`config.mk`:
```
export PLATFORM = sky130hd
export DESIGN_NAME = mdu_seq_flat
export DESIGN_NICKNAME = d
export VERILOG_FILES = /design/src/rtl/mdu_seq_if.sv /design/src/rtl/mdu_seq.sv /design/src/flat_wrapper.sv
export SDC_FILE = /design/constraint.sdc
export NUM_CORES = 1
export LEC_CHECK = 0
export BUFFER_PORTS_ARGS = -buffer_cell sky130_fd_sc_hd__buf_2
export CORE_MARGIN = 10
export CORE_UTILIZATION = 61
export CTS_CLUSTER_SIZE = 28
export DETAILED_ROUTE_END_ITERATION = 16
export GPL_TIMING_DRIVEN = 0
export PLACE_DENSITY = 0.89
export SLEW_MARGIN = 20
export SYNTH_ARGS = -nofsm -noshare
export SYNTH_HDL_FRONTEND = slang
export SYNTH_SLANG_ARGS = --single-unit
```
`constraint.sdc`:
```
create_clock -name clk -period 5.6 [get_ports clk]
set_clock_uncertainty 0.05 [all_clocks]
set_input_delay 0.28 -clock clk [delete_from_list [all_inputs] [get_ports clk]]
set_output_delay 0.28 -clock clk [all_outputs]
set_load 0.01 [all_outputs]
```
`src/rtl/mdu_seq_if.sv`:
```
// Handshake and register-file bundle between execute-stage control and the
// iterative multiply/divide unit.
interface mdu_seq_if #(
    parameter int DATA_SIZE = 32
);
    logic                 start;
    logic [1:0]           op;
    logic [DATA_SIZE-1:0] a;
    logic [DATA_SIZE-1:0] b;
    logic                 wr_hi;
    logic                 wr_lo;
    logic [DATA_SIZE-1:0] wdata;
    logic                 busy;
    logic                 done;
    logic                 dbz;
    logic [DATA_SIZE-1:0] hi;
    logic [DATA_SIZE-1:0] lo;

    modport master (
        output start, op, a, b, wr_hi, wr_lo, wdata,
        input  busy, done, dbz, hi, lo
    );

    modport slave (
        input  start, op, a, b, wr_hi, wr_lo, wdata,
        output busy, done, dbz, hi, lo
    );
endinterface

```
`src/rtl/mdu_seq.sv`:
```
// Iterative MULT/MULTU/DIV/DIVU unit with the HI/LO register pair:
// radix-2 shift-add multiply, restoring divide, sign fix-up in a final cycle.
module mdu_seq #(
    parameter int DATA_SIZE = 32
) (
    input logic       clk,
    input logic       rst_n,
    mdu_seq_if.slave  bus
);
    localparam int N  = DATA_SIZE;
    localparam int CW = (N > 2) ? $clog2(N) : 1;

    typedef enum logic [1:0] {IDLE, RUN, FIX} state_t;

    state_t          state;
    logic [CW-1:0]   cnt;
    logic            is_div;
    logic            neg_res;   // product / quotient negation
    logic            neg_a;     // remainder takes the dividend's sign
    logic            b_zero;
    logic [N-1:0]    opm;       // multiplicand or divisor magnitude
    logic [2*N-1:0]  acc;       // {product} or {remainder, quotient}
    logic            busy_q, done_q, dbz_q;
    logic [N-1:0]    hi_q, lo_q;

    logic            a_sgn, b_sgn;
    logic [N-1:0]    a_mag, b_mag;
    logic [N:0]      mul_sum;
    logic [N:0]      div_shift;
    logic [N:0]      div_diff;
    logic            div_ok;
    logic [2*N-1:0]  acc_next;
    logic [2*N-1:0]  prod_neg;
    logic [N-1:0]    fix_hi, fix_lo;

    // NOTE: every variable written here gets a default first, so no latch is inferred.
    always_comb begin
        a_sgn     = ~bus.op[0] & bus.a[N-1];
        b_sgn     = ~bus.op[0] & bus.b[N-1];
        a_mag     = a_sgn ? (~bus.a + 1'b1) : bus.a;
        b_mag     = b_sgn ? (~bus.b + 1'b1) : bus.b;

        mul_sum   = {1'b0, acc[2*N-1:N]} + (acc[0] ? {1'b0, opm} : '0);
        div_shift = {acc[2*N-1:N], acc[N-1]};
        div_ok    = (div_shift >= {1'b0, opm});
        div_diff  = div_shift - {1'b0, opm};

        acc_next  = {mul_sum, acc[N-1:1]};
        if (is_div)
            acc_next = {(div_ok ? div_diff[N-1:0] : div_shift[N-1:0]),
                        acc[N-2:0], div_ok};

        prod_neg  = ~acc + 1'b1;
        fix_hi    = neg_res ? prod_neg[2*N-1:N] : acc[2*N-1:N];
        fix_lo    = neg_res ? prod_neg[N-1:0]   : acc[N-1:0];
        if (is_div) begin
            // A zero divisor leaves the dividend magnitude in the remainder,
            // so the normal sign fix-up already restores hi = a.
            fix_hi = neg_a ? (~acc[2*N-1:N] + 1'b1) : acc[2*N-1:N];
            if (b_zero)
                fix_lo = '1;
            else
                fix_lo = neg_res ? (~acc[N-1:0] + 1'b1) : acc[N-1:0];
        end
    end

    // NOTE: sequential state uses non-blocking assignments only.
    always_ff @(posedge clk or negedge rst_n) begin
        if (!rst_n) begin
            state   <= IDLE;
            cnt     <= '0;
            is_div  <= 1'b0;
            neg_res <= 1'b0;
            neg_a   <= 1'b0;
            b_zero  <= 1'b0;
            opm     <= '0;
            acc     <= '0;
            busy_q  <= 1'b0;
            done_q  <= 1'b0;
            dbz_q   <= 1'b0;
            hi_q    <= '0;
            lo_q    <= '0;
        end else begin
            done_q <= 1'b0;
            case (state)
                IDLE: begin
                    if (bus.start) begin
                        is_div  <= bus.op[1];
                        neg_res <= a_sgn ^ b_sgn;
                        neg_a   <= a_sgn;
                        b_zero  <= (bus.b == '0);
                        opm     <= bus.op[1] ? b_mag : a_mag;
                        acc     <= {{N{1'b0}}, (bus.op[1] ? a_mag : b_mag)};
                        cnt     <= CW'(N - 1);
                        busy_q  <= 1'b1;
                        dbz_q   <= 1'b0;
                        state   <= RUN;
                    end else begin
                        if (bus.wr_hi) hi_q <= bus.wdata;
                        if (bus.wr_lo) lo_q <= bus.wdata;
                    end
                end
                RUN: begin
                    acc <= acc_next;
                    cnt <= cnt - 1'b1;
                    if (cnt == '0) state <= FIX;
                end
                FIX: begin
                    hi_q   <= fix_hi;
                    lo_q   <= fix_lo;
                    dbz_q  <= is_div & b_zero;
                    done_q <= 1'b1;
                    busy_q <= 1'b0;
                    state  <= IDLE;
                end
                default: state <= IDLE;
            endcase
        end
    end

    assign bus.busy = busy_q;
    assign bus.done = done_q;
    assign bus.dbz  = dbz_q;
    assign bus.hi   = hi_q;
    assign bus.lo   = lo_q;
endmodule

```
`src/flat_wrapper.sv`:
```
// flat-port wrapper written by rule: the top's interface ports become plain ports
module mdu_seq_flat 
#(
    parameter int DATA_SIZE = 32
)
  (clk, rst_n, bus_start, bus_op, bus_a, bus_b, bus_wr_hi, bus_wr_lo, bus_wdata, bus_busy, bus_done, bus_dbz, bus_hi, bus_lo);
  mdu_seq_if #(.DATA_SIZE(DATA_SIZE)) bus_i ();
  input logic clk;
  input logic rst_n;
  input wire logic [$bits(bus_i.start)-1:0] bus_start;
  input wire logic [$bits(bus_i.op)-1:0] bus_op;
  input wire logic [$bits(bus_i.a)-1:0] bus_a;
  input wire logic [$bits(bus_i.b)-1:0] bus_b;
  input wire logic [$bits(bus_i.wr_hi)-1:0] bus_wr_hi;
  input wire logic [$bits(bus_i.wr_lo)-1:0] bus_wr_lo;
  input wire logic [$bits(bus_i.wdata)-1:0] bus_wdata;
  output wire logic [$bits(bus_i.busy)-1:0] bus_busy;
  output wire logic [$bits(bus_i.done)-1:0] bus_done;
  output wire logic [$bits(bus_i.dbz)-1:0] bus_dbz;
  output wire logic [$bits(bus_i.hi)-1:0] bus_hi;
  output wire logic [$bits(bus_i.lo)-1:0] bus_lo;
  assign bus_i.start = bus_start;
  assign bus_i.op = bus_op;
  assign bus_i.a = bus_a;
  assign bus_i.b = bus_b;
  assign bus_i.wr_hi = bus_wr_hi;
  assign bus_i.wr_lo = bus_wr_lo;
  assign bus_i.wdata = bus_wdata;
  assign bus_busy = bus_i.busy;
  assign bus_done = bus_i.done;
  assign bus_dbz = bus_i.dbz;
  assign bus_hi = bus_i.hi;
  assign bus_lo = bus_i.lo;
  mdu_seq #(.DATA_SIZE(DATA_SIZE)) u_core (.clk(clk), .rst_n(rst_n), .bus(bus_i));
endmodule
```
==> impl_metrics.tcl <==
set metrics [dict create \
    p_sw_uw 6580 \
    rsz0062_at_grt "no" \
    r2r-start "u_core.acc[0]" \
    numCtsBuffers 17 \
    path_depth 12 \
    regArea_um2 4350 \
    peakVddDrop_mv 0.475 \
    total_power_uw 12200 \
    crit_buf_inv 2 \
    route.detailed.drc 0 \
    grt_max_degree 95 \
    synth_area_um2 15500 \
    endpoint_kind "flop" \
    grt.overflow.total 0 \
    syn2layout_area_growth_pct 12.6 \
    synthArstFlopShare_pct 100 \
    cp_slowest_cell "a2bb2oi_1" \
    synth.most_common_cell "nor2_1" \
    intPower_uw 5650 \
    hp-class "in2reg" \
    htreeDepth 4 \
    setup_ws_ps 542 \
    dieArea_um2 32100 \
    r2r-end "u_core.acc[63]" \
    antennaDiodeCount 0 \
    period_share_pct 90.3 \
    max_freq_ghz 0.198 \
    cp_top_family "compound AO/OA/AOI/OAI gates" \
    cp.arrival_ps 5340 \
    slew_violations 0 \
    drtIter0Drc 2634 \
    viasPerCell 6.78 \
    yosys_most_used_dff "dfrtp_1" \
    required_ps 5890 \
    antenna_left 0 \
    cts.path.max_buffers 2 \
    cts_sinks 174 \
    track_usage_pct 36.4 \
    antenna_found_initial 0 \
    path_cells "inv_1 -> clkbuf_1 -> nor2_1 -> ha_1 -> a21oi_1 -> a21boi_1 -> o31ai_1 -> a2bb2oi_1 -> a31oi_1 -> a221oi_1 -> a2111oi_0 -> a32o_1" \
    period_minus_slack_ps 5060 \
    synth_top_area_share_pct 28.2 \
    final_core_util_pct 69.5 \
    hold_violations 0 \
    root_buffer "clkbuf_16" \
    seqPwrFrac_pct 21.6 \
    drive_gt1_share_pct 10.2 \
    total_leakage_power_uw 0.00738 \
    grt_pass1_wl_um 91100 \
    design.core.area_um2 25000 \
    ioPinCount 170 \
    yosys_register_bits 174 \
    post-place-ws_ps 785 \
    worstSetupPathType "reg2reg" \
    worstMarginPinSlew_ps 1130 \
    crit_start "u_core.acc[0]" \
    clock_power_share_pct 10.5 \
    clk_pin_slew_ps 80 \
    clock_insertion_delay_worst_skew_ps 450 \
    grt_pass1_vias 16058 \
    synth.distinct_cells 80 \
    n_fill_cell 2106 \
    p_per_area_nw_per_um2 703 \
    synth_edf_count 0 \
    nets 2376 \
    die_width_um 179 \
    synth_cells 2012 \
    cts_tree "done" \
    yosys_warnings 0 \
    die_height_um 179 \
    synth_area_leaders "dfrtp_1 (28%), a21oi_1 (6.8%), ha_1 (5.7%)" \
    pwr-share-comb_pct 68.0 \
    ys_seq_area_share_pct 28.2 \
    syn_area_per_cell_um2 7.69 \
    totalWireLength_um 60400 \
    setup-tns-final_ps 0 \
    routed-via-count 17256 \
    wl_per_cell_um 23.8 \
    crit_path_end "u_core.acc[63]" \
    finalSetupViolCount 0 \
    start_util_pct 61.8 \
    relSlewSlack_pct 23.9 \
    cpPeakStageDelay_ps 770 \
    cp-start-kind "flop" \
    firstDrtPassIters 8 \
    switching_share_pct 53.8 \
    ctsResizeCount 0 \
    drv_cap 0 \
    outcome "finished clean" \
    r2r_cells 12 \
    r2r_slack_ps 540 \
    synth_common_cells "nor2_1 (213), a21oi_1 (210), nand2_1 (187)" \
    dp_hpwl_um 47400 \
    synth_nets 2187 \
    globalplace.congestion 1.06 \
    synth_top_cell_by_area "dfrtp_1" \
    timing.hold.ws_ps 45.5 \
    multiInputGateArea_um2 10300 \
    io_buffer_count 168 \
    num_rows 58 \
    cp_max_fo 10 \
]
## sequential cells by signal, summed over array words and instances (netlist names)
| signal | flops |
|---|---|
| u_core.acc | 64 |
| u_core.bus.hi | 32 |
| u_core.bus.lo | 32 |
| u_core.opm | 32 |
| u_core.cnt | 5 |
| u_core.state | 2 |
| u_core.b_zero | 1 |
| u_core.bus.busy | 1 |
| u_core.bus.dbz | 1 |
| u_core.bus.done | 1 |
| u_core.is_div | 1 |
| u_core.neg_a | 1 |
| u_core.neg_res | 1 |
## power groups by stage
stage	clock network, uW	registers (uW)	logic, uW
6_report	1280	2640	8310
3_3_place_gp	0	2570	7840
4_1_cts	1260	2580	8050
2_1_floorplan	0	2460	5690
5_1_grt	1320	2690	8970
3_5_place_dp	0	2600	8000
## layout by cell type (no fill, tap or decap), types with 75 or more instances in the layout
cell type,instances
xnor2_1,91
clkbuf_1,109
inv_1,75
o21ai_0,97
nand2_1,187
nor2_1,212
xor2_1,77
buf_2,171
o21ai_1,85
a21oi_1,210
dfrtp_1,174
## what timing repair did
item,in CTS,in global routing
hold buffers,1,0
setup buffers,0,0
endpoints found under the hold margin,80,0
## metrics by stage
step	cell area, um2	std cells
2_1_floorplan	15500	2012
3_3_place_gp	16700	2510
3_5_place_dp	16800	2511
4_1_cts	17400	2544
5_1_grt	17400	2544
6_report	17400	2544
## worst min path at each step
stage          slack, ps  depth (start not counted)          start               end
2_1_floorplan        -70                          0          rst_n     u_core.acc[0]
3_3_place_gp         420                          2  u_core.opm[7]     u_core.opm[7]
3_5_place_dp         260                          1          rst_n   u_core.bus.done
4_1_cts               40                          3   bus_wdata[0]  u_core.bus.lo[0]
5_1_grt               70                          3   bus_wdata[0]  u_core.bus.lo[0]
6_report              50                          3   bus_wdata[0]  u_core.bus.lo[0]
## metal layers
layer / vias up / routed length [um] / track usage (%)
li1: 7650 / - / -
met1: 8110 / 23700 / 49.3
met2: 1304 / 25900 / 54.2
met3: 192 / 7800 / 7.88
met4: 0 / 3030 / 17.2
met5: - / 0 / 0
## cells by family after synthesis
group                      share of synthesized area [%]
AOI/OAI and AO/OA                                   26.2
xor gates and xnor gates                            9.51
adders and majority gates                           5.92
buffers and inverters                               5.25
DFF                                                 28.2
muxes                                               4.89
and+or+nand+nor                                     20.1
## worst reg2reg max path: stages, from the launching register on
cell       delay, ps
dfrtp_1          580
inv_1            440
clkbuf_1         490
nor2_1           120
ha_1             350
a21oi_1          270
a21boi_1         130
o31ai_1          580
a2bb2oi_1        770
a31oi_1          280
a221oi_1         490
a2111oi_0        130
a32o_1           270
## cell type report
cell class	instances	area share [%]
multi-input cells	1628	59.2
flip-flops and latches	174	25.0
repair buffers	170	5.10
plain buffers	134	3.03
clock buffers	17	2.44
well taps	330	2.37
inverters	76	1.64
clock inverters	15	1.22
No activity file was read; power rests on OpenSTA's default activity.
